$ cat src/rtl/dsp_pkg.sv
// Shared definitions for the sail-core DSP datapath blocks.
//   OP_ADD / OP_SUB : encoding of the add/subtract select input
//   MAC16_HALF_W    : width of one iCE40 MAC16 adder half, the default slice width
package dsp_pkg;

  localparam logic OP_ADD       = 1'b0;
  localparam logic OP_SUB       = 1'b1;
  localparam int   MAC16_HALF_W = 16;

endpackage

$ cat src/rtl/dsp_addsub_slice.sv
// Combinational W-bit adder slice; the piece that maps onto one MAC16 adder half.
// Ports:
//   a, b  : slice operands (b already inverted by the caller for subtract)
//   cin   : carry into bit 0
//   sum   : W-bit slice result
//   cout  : carry out of bit W-1
//   cmsb  : carry into bit W-1 (used for signed overflow on the top slice)
//   zero  : sum == 0
module dsp_addsub_slice #(
  parameter int W = 16
) (
  input  logic [W-1:0] a,
  input  logic [W-1:0] b,
  input  logic         cin,
  output logic [W-1:0] sum,
  output logic         cout,
  output logic         cmsb,
  output logic         zero
);

  logic [W:0] full;

  assign full = {1'b0, a} + {1'b0, b} + {{W{1'b0}}, cin};
  assign sum  = full[W-1:0];
  assign cout = full[W];
  // The sum bit is a ^ b ^ carry_in, so the carry into the MSB falls out by XOR.
  assign cmsb = full[W-1] ^ a[W-1] ^ b[W-1];
  assign zero = ~|full[W-1:0];

endmodule

$ cat src/rtl/dsp_addsub_pipe.sv
// Pipelined WIDTH-bit add/subtract unit, one SLICE_W-bit slice per stage with the
// carry registered between stages. Valid/ready handshake on both sides.
// Ports:
//   clk, rst_n             : clock, asynchronous active-low reset
//   flush                  : synchronous drop of all in-flight operations
//   in_valid/in_ready      : input handshake
//   in_op                  : OP_ADD (a+b) or OP_SUB (a-b)
//   in_a, in_b, in_tag     : operands and opaque tag
//   out_valid/out_ready    : output handshake
//   out_sum, out_tag       : result and its tag
//   out_carry, out_ovf     : MSB carry-out, signed overflow
//   out_zero, out_neg      : result zero, result sign
module dsp_addsub_pipe
  import dsp_pkg::*;
#(
  parameter int WIDTH   = 32,
  parameter int SLICE_W = MAC16_HALF_W,
  parameter int TAG_W   = 4
) (
  input  logic             clk,
  input  logic             rst_n,
  input  logic             flush,
  input  logic             in_valid,
  output logic             in_ready,
  input  logic             in_op,
  input  logic [WIDTH-1:0] in_a,
  input  logic [WIDTH-1:0] in_b,
  input  logic [TAG_W-1:0] in_tag,
  output logic             out_valid,
  input  logic             out_ready,
  output logic [WIDTH-1:0] out_sum,
  output logic [TAG_W-1:0] out_tag,
  output logic             out_carry,
  output logic             out_ovf,
  output logic             out_zero,
  output logic             out_neg
);

  localparam int NSLICE = WIDTH / SLICE_W;
  localparam int LAST   = NSLICE - 1;

  if ((WIDTH % SLICE_W) != 0 || WIDTH < SLICE_W) begin : g_bad_width
    $error("dsp_addsub_pipe: WIDTH must be a non-zero multiple of SLICE_W");
  end

  // Stage k registers hold the state after slice k has been added.
  logic             vld_p  [NSLICE];
  logic [WIDTH-1:0] a_p    [NSLICE];
  logic [WIDTH-1:0] b_p    [NSLICE];
  logic [WIDTH-1:0] sum_p  [NSLICE];
  logic             cy_p   [NSLICE];
  logic             ovf_p  [NSLICE];
  logic             zero_p [NSLICE];
  logic [TAG_W-1:0] tag_p  [NSLICE];

  // Inputs seen by each slice adder, and the slice adder outputs.
  logic [WIDTH-1:0]   a_in    [NSLICE];
  logic [WIDTH-1:0]   b_in    [NSLICE];
  logic [WIDTH-1:0]   sum_in  [NSLICE];
  logic               cin     [NSLICE];
  logic               zero_in [NSLICE];
  logic [WIDTH-1:0]   sum_nx  [NSLICE];
  logic [SLICE_W-1:0] s_sum   [NSLICE];
  logic               s_cout  [NSLICE];
  logic               s_cmsb  [NSLICE];
  logic               s_zero  [NSLICE];

  logic             stall;
  logic [WIDTH-1:0] b_eff;

  assign stall    = vld_p[LAST] && !out_ready;
  assign in_ready = !stall;

  // Subtract is a + ~b + 1: b is inverted once at entry and the +1 is slice 0's
  // carry-in, so op itself never needs to travel down the pipe.
  assign b_eff = (in_op == OP_ADD) ? in_b : ~in_b;

  always_comb begin
    a_in[0]    = in_a;
    b_in[0]    = b_eff;
    sum_in[0]  = '0;
    cin[0]     = in_op;
    zero_in[0] = 1'b1;
    for (int k = 1; k < NSLICE; k++) begin
      a_in[k]    = a_p[k-1];
      b_in[k]    = b_p[k-1];
      sum_in[k]  = sum_p[k-1];
      cin[k]     = cy_p[k-1];
      zero_in[k] = zero_p[k-1];
    end
    // Lower result slices ride along unchanged; slice k is filled in here.
    for (int k = 0; k < NSLICE; k++) begin
      sum_nx[k] = sum_in[k];
      sum_nx[k][k*SLICE_W +: SLICE_W] = s_sum[k];
    end
  end

  for (genvar k = 0; k < NSLICE; k++) begin : g_slice
    dsp_addsub_slice #(
      .W (SLICE_W)
    ) u_slice (
      .a    (a_in[k][k*SLICE_W +: SLICE_W]),
      .b    (b_in[k][k*SLICE_W +: SLICE_W]),
      .cin  (cin[k]),
      .sum  (s_sum[k]),
      .cout (s_cout[k]),
      .cmsb (s_cmsb[k]),
      .zero (s_zero[k])
    );
  end

  // ---- stage registers p0 .. p(NSLICE-1); the whole pipe advances together ----
  always_ff @(posedge clk or negedge rst_n) begin
    if (!rst_n) begin
      for (int k = 0; k < NSLICE; k++) begin
        vld_p[k]  <= 1'b0;
        a_p[k]    <= '0;
        b_p[k]    <= '0;
        sum_p[k]  <= '0;
        cy_p[k]   <= 1'b0;
        ovf_p[k]  <= 1'b0;
        zero_p[k] <= 1'b0;
        tag_p[k]  <= '0;
      end
    end else begin
      if (flush) begin
        for (int k = 0; k < NSLICE; k++) vld_p[k] <= 1'b0;
      end else if (!stall) begin
        vld_p[0] <= in_valid;
        for (int k = 1; k < NSLICE; k++) vld_p[k] <= vld_p[k-1];
      end
      if (!stall) begin
        tag_p[0] <= in_tag;
        for (int k = 1; k < NSLICE; k++) tag_p[k] <= tag_p[k-1];
        for (int k = 0; k < NSLICE; k++) begin
          a_p[k]    <= a_in[k];
          b_p[k]    <= b_in[k];
          sum_p[k]  <= sum_nx[k];
          cy_p[k]   <= s_cout[k];
          // Only the top stage's value is meaningful: carry into MSB ^ carry out.
          ovf_p[k]  <= s_cmsb[k] ^ s_cout[k];
          zero_p[k] <= zero_in[k] & s_zero[k];
        end
      end
    end
  end

  assign out_valid = vld_p[LAST];
  assign out_sum   = sum_p[LAST];
  assign out_tag   = tag_p[LAST];
  assign out_carry = cy_p[LAST];
  assign out_ovf   = ovf_p[LAST];
  assign out_zero  = zero_p[LAST];
  assign out_neg   = sum_p[LAST][WIDTH-1];

endmodule

$ cat config.mk
export PLATFORM = sky130hd
export DESIGN_NAME = dsp_addsub_pipe
export DESIGN_NICKNAME = d
export VERILOG_FILES = /design/src/rtl/dsp_pkg.sv /design/src/rtl/dsp_addsub_slice.sv /design/src/rtl/dsp_addsub_pipe.sv
export SDC_FILE = /design/constraint.sdc
export NUM_CORES = 1
export LEC_CHECK = 0
export CAP_MARGIN = 20
export CELL_PAD_IN_SITES_DETAIL_PLACEMENT = 0
export CELL_PAD_IN_SITES_GLOBAL_PLACEMENT = 1
export CORE_MARGIN = 4
export CORE_UTILIZATION = 39
export CTS_CLUSTER_SIZE = 25
export DETAILED_ROUTE_END_ITERATION = 16
export HOLD_SLACK_MARGIN = 0.05
export PLACE_DENSITY = 0.84
export REMOVE_ABC_BUFFERS = 1
export SLEW_MARGIN = 20
export SYNTH_ARGS = -nofsm -noshare
export SYNTH_HDL_FRONTEND = slang
export SYNTH_SLANG_ARGS = --single-unit
export TNS_END_PERCENT = 20
$ cat constraint.sdc
create_clock -name clk -period 3.04 [get_ports clk]
set_input_delay 0.76 -clock clk [delete_from_list [all_inputs] [get_ports clk]]
set_output_delay 0.76 -clock clk [all_outputs]
set_load 0.005 [all_outputs]
; Word-level counts from Yosys, hierarchy flattened
; Index checks and enable logic that the tools add are counted.
[word_totals]
register_bits = 127
word_cells = 33
out_inout_bits = 42
[classes]
mux = 3
add_sub_neg = 4
n_bitwise = 5
reduce_logical = 7
eq_ne = 1
[op_table]
columns = operator, n
row1 = 16-bit by 16-bit adder with 17-bit output, 2
row2 = 17-bit by 1-bit adder with 17-bit output, 2
row3 = 32-bit two-way mux, 1
row4 = 32-bit inverter, 1
row5 = 16-bit OR reduction, 2
row6 = 1-bit zero test, 4
row7 = 2-bit two-way mux, 2
row8 = 1-bit XOR, 3
row9 = 2-bit inequality test (second input constant), 1
row10 = 1-bit AND, 1
row11 = 1-bit logical AND, 1

; Logic depth before layout (Yosys ltp)
[depth]
word_depth = 6
depth_mapped = 12
depth_no_buf = 10

; Hierarchy
; A second synthesis with hierarchy kept.
[unflattened]
hier_cells = 669
hier_area_um2 = 5685.5
[modules_own_cells]
columns = mod, area_each_um2, n_inst, cells_per_inst, seq_area_each_um2
row1 = dsp_addsub_pipe, 3906.2, 1, 426, 2377.3
row2 = dsp_addsub_slice (g_slice[0].u_slice), 949.7, 1, 133, 0.0
row3 = dsp_addsub_slice (g_slice[1].u_slice), 829.5, 1, 110, 0.0

; Worst setup path after synthesis
; OpenSTA, ideal clock, no wires.
[synth_timing]
path_type = input port to flip-flop
from = in in_op
to = reg zero_p, in the netlist zero_in[0]
arrival_time_ns = 3.636
required_time_ns = 2.948
setup_slack_ns = -0.688
setup_time_ns = 0.092
path_stages = 11
path_cell_list = clkbuf_1 > buf_1 > xor2_1 > fa_1 > a21o_1 > a211o_1 > a2111oi_2 > o2111ai_1 > a2111oi_2 > nand4b_1 > o31ai_2
[synth_between]
elab_chain_len = 5
[synth_lines]
columns = element, line
row1 = start: declaration, dsp_addsub_pipe.sv:25  ; input logic in_op,
row2 = 32-bit two-way mux, dsp_addsub_pipe.sv:76  ; assign b_eff = (in_op == OP_ADD) ? in_b : ~in_b;
row3 = 16-bit by 16-bit adder with 17-bit output, dsp_addsub_slice.sv:23  ; assign full = {1'b0, a} + {1'b0, b} + {{W{1'b0}}, cin};
row4 = 17-bit by 1-bit adder with 17-bit output *, dsp_addsub_slice.sv:23
row5 = 16-bit OR reduction *, dsp_addsub_slice.sv:28  ; assign zero = ~|full[W-1:0];
row6 = 1-bit zero test *, dsp_addsub_slice.sv:28
row7 = end signal: indexed assignment, dsp_addsub_pipe.sv:142  ; zero_p[k] <= zero_in[k] & s_zero[k];
row8 = end: declaration, dsp_addsub_pipe.sv:53  ; logic zero_p [NSLICE];
; Mark *: on every way between the ends. The rest lies on a longest branch, timed or not.
; A chain may end at the register's enable or synchronous reset.

; Worst setup path after layout
; Ends and elaborated chain as after synthesis.

==> results.sh <==
export IMPL_yosysMostFrequentCell="nand2_1"
export IMPL_cp_required_ns=3.30
export IMPL_yosysSeqAreaShare=0.417
export IMPL_timing_rr_end="out_zero"
export IMPL_insertion_delay_ns=0.35
export IMPL_worst_slew_pin_slew_ns=0.589
export IMPL_clock_sinks=95
export IMPL_reg2reg_from="a_in[16]"
export IMPL_powerDensity_nw_per_um2=588
export IMPL_clkTransAtPathRegs_ns=0.07
export IMPL_fin_crit_sh=1.00
export IMPL_portBuffers=115
export IMPL_drc=0
export IMPL_cp_start_kind="primary input"
export IMPL_die_y_um=129
export IMPL_hold_violations=0
export IMPL_cp_arrival_ns=3.30
export IMPL_rsz0062_at_grt="true"
export IMPL_finalClockSkew_ns=0.00493
export IMPL_antenna_found_initial=0
export IMPL_hp_class="in -> async"
export IMPL_fill_cells=1296
export IMPL_drt_pre_antenna_iters=4
export IMPL_synth_async_reset_ratio=1.00
export IMPL_slew_viol_final=0
export IMPL_synth_edf_count=0
export IMPL_grt_max_degree=65
export IMPL_netlist_area_um2=5710
export IMPL_numCtsBuffers=9
export IMPL_synthTopCellsByArea="dfrtp_1 (42%), nand2_1 (13%), ha_1 (6.6%)"
export IMPL_yosysWarnings=0
export IMPL_synth_top_cell_by_area="dfrtp_1"
export IMPL_r2r_cells=10
export IMPL_first_global_vias=5205
export IMPL_synth_common_cells="nand2_1 (199), dfrtp_1 (95), o21ai_0 (40)"
export IMPL_globalplace_congestion=0.841
export IMPL_track_usage=0.175
export IMPL_fin_crit_ns=3.04
export IMPL_cts_tree="built"
export IMPL_path_class="in -> reg"
export IMPL_synth_seq_cells=95
export IMPL_cts_htree_levels=3
export IMPL_fmax_mhz=329
export IMPL_drt_iter0_drc=293
export IMPL_die_w_um=129
export IMPL_synth_ff_type="dfrtp_1"
export IMPL_syn_to_final_growth_pct=38.7
export IMPL_status="completed"
export IMPL_crit_fanout=10
export IMPL_synth_distinct_cells=65
export IMPL_end_kind="register"
export IMPL_viasPerCell=5.13
export IMPL_peakVddDrop_mv=0.279
export IMPL_syn_area_per_cell_um2=8.57
export IMPL_hpwlAfterDp_um=10600
export IMPL_detail_route_wl_per_cell_um=14.0
export IMPL_synth_top_area_frac=0.417
export IMPL_ant_nets=0
export IMPL_core_um2=14100
export IMPL_p_leak_nw=3.54
export IMPL_start_util=0.405
export IMPL_root_buffer="clkbuf_16"
export IMPL_relSlewSlack=0.607
export IMPL_drive_gt1_frac=0.150
export IMPL_row_count=43
export IMPL_diodes=0
export IMPL_synthesis_instances=666
export IMPL_die_area_um2=16600
export IMPL_cap_violations=0
export IMPL_clockBufferDepth=2
export IMPL_io_pins=116
export IMPL_overflow=0
export IMPL_wl_um=14200
export IMPL_grt_pass1_wl_um=23700
export IMPL_reg2reg_slack_ns=0.19
export IMPL_setup_viol=0
export IMPL_whs_ns=0.385
export IMPL_post_route_util=0.561
export IMPL_final_nets=934
export IMPL_vias=5183
## flip-flops by register name, summed over array words and instances (netlist names)
register   count
out_sum       32
a_in          16
b_in          16
sum_in        16
out_tag        4
tag_p          4
cin            1
out_carry      1
out_ovf        1
out_valid      1
out_zero       1
vld_p          1
zero_in        1
## what timing repair did
action,in CTS,in global routing
pin swaps,19,16
hold buffers,0,0
endpoints found under the setup margin,4,5
resized for setup,31,16
setup buffers,5,3
## stage by stage
| step | instance area [um2] | setup slack (ns) | power, mW | setup TNS [ns] | instances |
|---|---|---|---|---|---|
| 3_3_place_gp | 7390 | -0.830 | 3.32 | -3.47 | 988 |
| 4_1_cts | 7810 | -0.0231 | 4.64 | -0.0231 | 1008 |
| 2_1_floorplan | 5550 | -0.401 | 2.52 | -4.18 | 631 |
| 5_1_grt | 7910 | -0.116 | 4.95 | -0.226 | 1011 |
| 6_report | 7910 | 0.00109 | 4.65 | 0 | 1011 |
| 3_5_place_dp | 7390 | -0.849 | 3.37 | -3.95 | 988 |
## kinds of logic (layout without fill, tap and decap cells)
kind of cell | Yosys count | in the layout | share of synthesized area
and+or+nand+nor | 303 | 303 | 0.233
AOI/OAI and AO/OA | 129 | 129 | 0.153
DFF | 95 | 95 | 0.417
buffers and inverters | 55 | 220 | 0.0410
xor gates and xnor gates | 46 | 46 | 0.0706
adders and majority gates | 33 | 33 | 0.0763
muxes | 5 | 5 | 0.00943
## per-layer routing
metal / share of wire / track usage / wire [um]
met5: 0 / 0 / 0
met4: 0.018 / 0.0568 / 256
met3: 0.036 / 0.0311 / 509
met1: 0.43 / 0.216 / 6160
met2: 0.51 / 0.309 / 7260
## critical path, cell delays in order
cell	delay, ns
buf_6	0.11
buf_4	0.18
xor2_1	0.17
ha_1	0.31
a21o_1	0.21
buf_4	0.14
or3_4	0.38
nor4_4	0.30
nor3_2	0.09
a2111oi_2	0.26
nand4b_1	0.16
o31ai_2	0.22
## worst max-delay path by stage
stage / start / end / cells after the start
4_1_cts: in_b[0] / zero_in[0] / 11
5_1_grt: in_op / zero_in[0] / 12
6_report: in_op / zero_in[0] / 12
2_1_floorplan: out_ready / in_ready / 2
3_3_place_gp: in_b[0] / zero_in[0] / 11
3_5_place_dp: in_b[0] / zero_in[0] / 11
## report_power, final
part	switching, mW	internal (mW)
sequential	0.161	1.54
combinational	0.781	0.954
clock	0.481	0.738
## area by class of cell
class	count	area (um2)	area share
repair buffers	185	1690	0.214
inverters	20	75.1	0.00949
clock buffers	10	239	0.0302
flip-flops and latches	95	2380	0.300
well taps	180	225	0.0285
clock inverters	5	82.6	0.0104
multi-input cells	516	3220	0.407
## layout by cell type, fill, tap and decap left out, types with 3 or more instances in the layout
master / netlist / layout
a21o_1: 6 / 6
a21oi_1: 21 / 19
or4_1: 3 / 3
nand2_1: 199 / 198
o311ai_1: 2 / 3
o211ai_1: 5 / 5
clkbuf_16: 0 / 9
nand4_1: 8 / 8
o21ai_1: 5 / 5
dlygate4sd2_1: 0 / 4
or3_1: 7 / 5
o31ai_1: 4 / 4
o21ai_0: 40 / 39
mux2_2: 3 / 3
nand3_1: 17 / 16
clkdlybuf4s50_1: 0 / 105
nor2b_1: 3 / 3
ha_1: 30 / 29
a211oi_1: 6 / 6
xnor2_1: 27 / 27
nor3_1: 14 / 12
nor2_1: 23 / 23
nand2b_1: 4 / 4
buf_4: 7 / 68
clkinvlp_4: 0 / 3
xor2_1: 19 / 18
inv_1: 19 / 19
a31oi_1: 4 / 4
a21boi_0: 3 / 3
dfrtp_1: 95 / 95
and3_1: 8 / 8
buf_6: 0 / 4
Note: power is estimated with default switching activity, not from simulation.
==> RTL edit: new RTL, same settings <==
The parameter `WIDTH` goes from 32 to 64.
--- a/src/rtl/dsp_addsub_pipe.sv
+++ b/src/rtl/dsp_addsub_pipe.sv
@@ -13,7 +13,7 @@
 module dsp_addsub_pipe
   import dsp_pkg::*;
 #(
-  parameter int WIDTH   = 32,
+  parameter int WIDTH   = 64,
   parameter int SLICE_W = MAC16_HALF_W,
   parameter int TAG_W   = 4
 ) (
Ports: changed (resized in_a, in_b and out_sum); port bits go from 116 to 212. No check against the original RTL was run, so the function may have changed too.
==> RTL edit against the unedited design <==
- cell count grew to 2.8 times the old value
- routed wire length grew to 2.8 times the old value
- design area grew to 2.8 times the old value
- total power grew to 3.3 times the old value
- synthesized area grew to 3.1 times the old value
- sequential cell count grew 286
- non-clock buffer count grew 119
- setup slack gained 0.0026 ns
==> RTL edit: results (changes against the unedited design) <==
SEQ_AREA_FRAC_SYNTH=0.544  # +0.128
TOP_CELLS_BY_AREA_IN_THE_SYNTHESIZED_NETLIST='sky130_fd_sc_hd__dfrtp_1 (54%), sky130_fd_sc_hd__nand2_1 (20%), sky130_fd_sc_hd__ha_1 (4.3%)'
VIA_COUNT_OF_THE_FIRST_GLOBAL_ROUTING_PASS=13700  # +160%
POST-DP-HPWL_UM=27300  # +160%
GRT_USAGE=0.164  # -0.0110
NETSWITCHINGFRACTION=0.278  # -0.0281
LAYOUT.NETS=2420  # +160%
R2R_END='out_ovf'
DPL-INSTANCE-AREA_SQ_UM=20700  # +180%
TIMING.REG2REG.SETUP_SLACK_NS=0.07  # -0.12 ns
R2R_CELLS=12  # +2
SYNTHCELLS=1967  # +200%
P_LEAK_nW=10.6  # +200%
GRT_ANTENNA_BEFORE_REPAIR=1  # +1
FINAL_WORST_HOLD_SLACK_NS=0.122  # -0.262 ns
PLACE.GP.CONGESTION=0.804  # -4.4%
ROUTED_WIRELENGTH_UM=39300  # +180%
ASYNC_RESET_FF_FRAC=1.00  # unchanged
PLACEMENT.SETUP.WORST_SLACK_NS=-1.01  # -0.158 ns
WORST_EP_ARRIVAL_TIME_NS=3.49  # +0.19 ns
NETLIST_TOP_CELLS_COUNT='sky130_fd_sc_hd__nand2_1 (931), sky130_fd_sc_hd__dfrtp_1 (381), sky130_fd_sc_hd__o21ai_0 (95)'
CTSROOTBUFFERMASTER='sky130_fd_sc_hd__clkbuf_16'
DOMINANTREGCELLSYNTH='sky130_fd_sc_hd__dfrtp_1'
PATH_CLK_SLEW_NS=0.06
YOSYSWARNINGCOUNT=0  # unchanged
IR_WORST_VDD_mV=0.392  # +40%
WORST_CLOCK_SKEW_NS=0.0101  # +0.00520 ns
R2R_START='a_in[48]'
STATUS='finished clean'
FINAL_LAYOUT_SIZE_SUFFIX_GT1_FRAC=0.0914  # -0.0591
GRT_MAX_DEGREE=149  # +130%
PLACEMENT.IO_BUFFERS=211  # +83%
PLACED_CELLS_INCL_TAPS=2756  # +180%
CTS.HTREE.LEVELS=2  # -1
CRITICAL_PATH.MAX_FANOUT=2  # -8
WIRE_LENGTH_OF_THE_FIRST_GLOBAL_ROUTING_PASS_UM=65700  # +180%
INITIALDRTVIOLATIONCOUNT=813  # +180%
NUM-FILL-CELLS=4128  # +220%
CLKLATENCYLATEPIN_NS=0.55  # +0.20 ns
YS_TYPES=57  # -12%
ANTENNA_CELLS_INSERTED=0  # unchanged
CTS_INSERTED_BUFFERS=42  # +33
TIMING_WORST_SLEW_PIN_VALUE_NS=0.857  # +0.268 ns
POST_DRT_WL_PER_CELL_UM=13.8  # -1.3%
VIA_PER_INST=4.78  # -6.8%
TIMING.CRITICAL_PATH.FROM='in_b[5]'
PRE_REPAIR_DR_ITERATION_COUNT=5  # +1
CTS_MAX_PATH_BUFFERS=3  # +1
MIN-DELAY-PATH-CLASS='input pin to asynchronous set/reset pin'
RTL edit: kinds of logic after synthesis:
| kind of cell | Yosys count | synth area share |
|---|---|---|
| AO/OA/AOI/OAI | 237 | 0.0807 |
| multiplexers | 6 | 0.00386 |
| AND/OR/NAND/NOR | 1046 | 0.234 |
| buffers and inverters | 111 | 0.0253 |
| flip-flops | 381 | 0.544 |
| XOR/XNOR | 119 | 0.0603 |
| adder cells (fa/ha/maj) | 67 | 0.0509 |
RTL edit: worst max path at each step:
stage	end	slack [ns]	cells past startpoint
5_1_grt	zero_in[1]	-0.09	11
2_1_floorplan	out_zero	-25.13	9
4_1_cts	zero_in[2]	0.004	13
3_3_place_gp	zero_in[2]	-0.91	10
6_report	zero_in[2]	0.004	11
3_5_place_dp	zero_in[2]	-1.01	10
RTL edit: worst max-delay path, cell delays in order:
cell	delay, ns
sky130_fd_sc_hd__clkdlybuf4s50_1	0.41
sky130_fd_sc_hd__xor2_1	0.16
sky130_fd_sc_hd__ha_1	0.32
sky130_fd_sc_hd__and3_4	0.20
sky130_fd_sc_hd__a221oi_4	0.28
sky130_fd_sc_hd__buf_4	0.16
sky130_fd_sc_hd__o21ai_1	0.08
sky130_fd_sc_hd__xor2_1	0.17
sky130_fd_sc_hd__or4_4	0.53
sky130_fd_sc_hd__nand4bb_1	0.19
sky130_fd_sc_hd__o31ai_1	0.22
RTL edit: power by group through the flow:
| stage | combinational [mW] | clock (mW) | sequential (mW) |
|---|---|---|---|
| 6_report | 3.59 | 4.91 | 6.71 |
| 5_1_grt | 4.03 | 5.30 | 6.84 |
| 4_1_cts | 3.60 | 5.10 | 6.73 |
| 3_5_place_dp | 3.51 | 0 | 6.81 |
| 3_3_place_gp | 3.43 | 0 | 6.77 |
| 2_1_floorplan | 1.81 | 0 | 6.67 |
RTL edit: routing by layer:
metal  wire length [um]  vias up  GRT usage
met1              17800     6457      0.214
li1                   -     6806          -
met5                  7        -          0
met3               1630       64     0.0287
met4                936        2     0.0517
met2              18900      218      0.278
RTL edit: final cells by class:
type / instances / area [sq um] / area share
sequential: 381 / 9530 / 0.427
multi-input combinational: 1475 / 7730 / 0.346
timing repair buffer: 304 / 2920 / 0.131
clock buffer: 67 / 1310 / 0.0587
tap: 592 / 741 / 0.0332
inverter: 11 / 48.8 / 0.00219
clock inverter: 6 / 33.8 / 0.00151
RTL edit: timing repair:
action / CTS / global route
endpoints found under the setup margin: 13 / 12
resized for setup: 34 / 21
buffers inserted: 5 / 2
pin swaps: 30 / 20
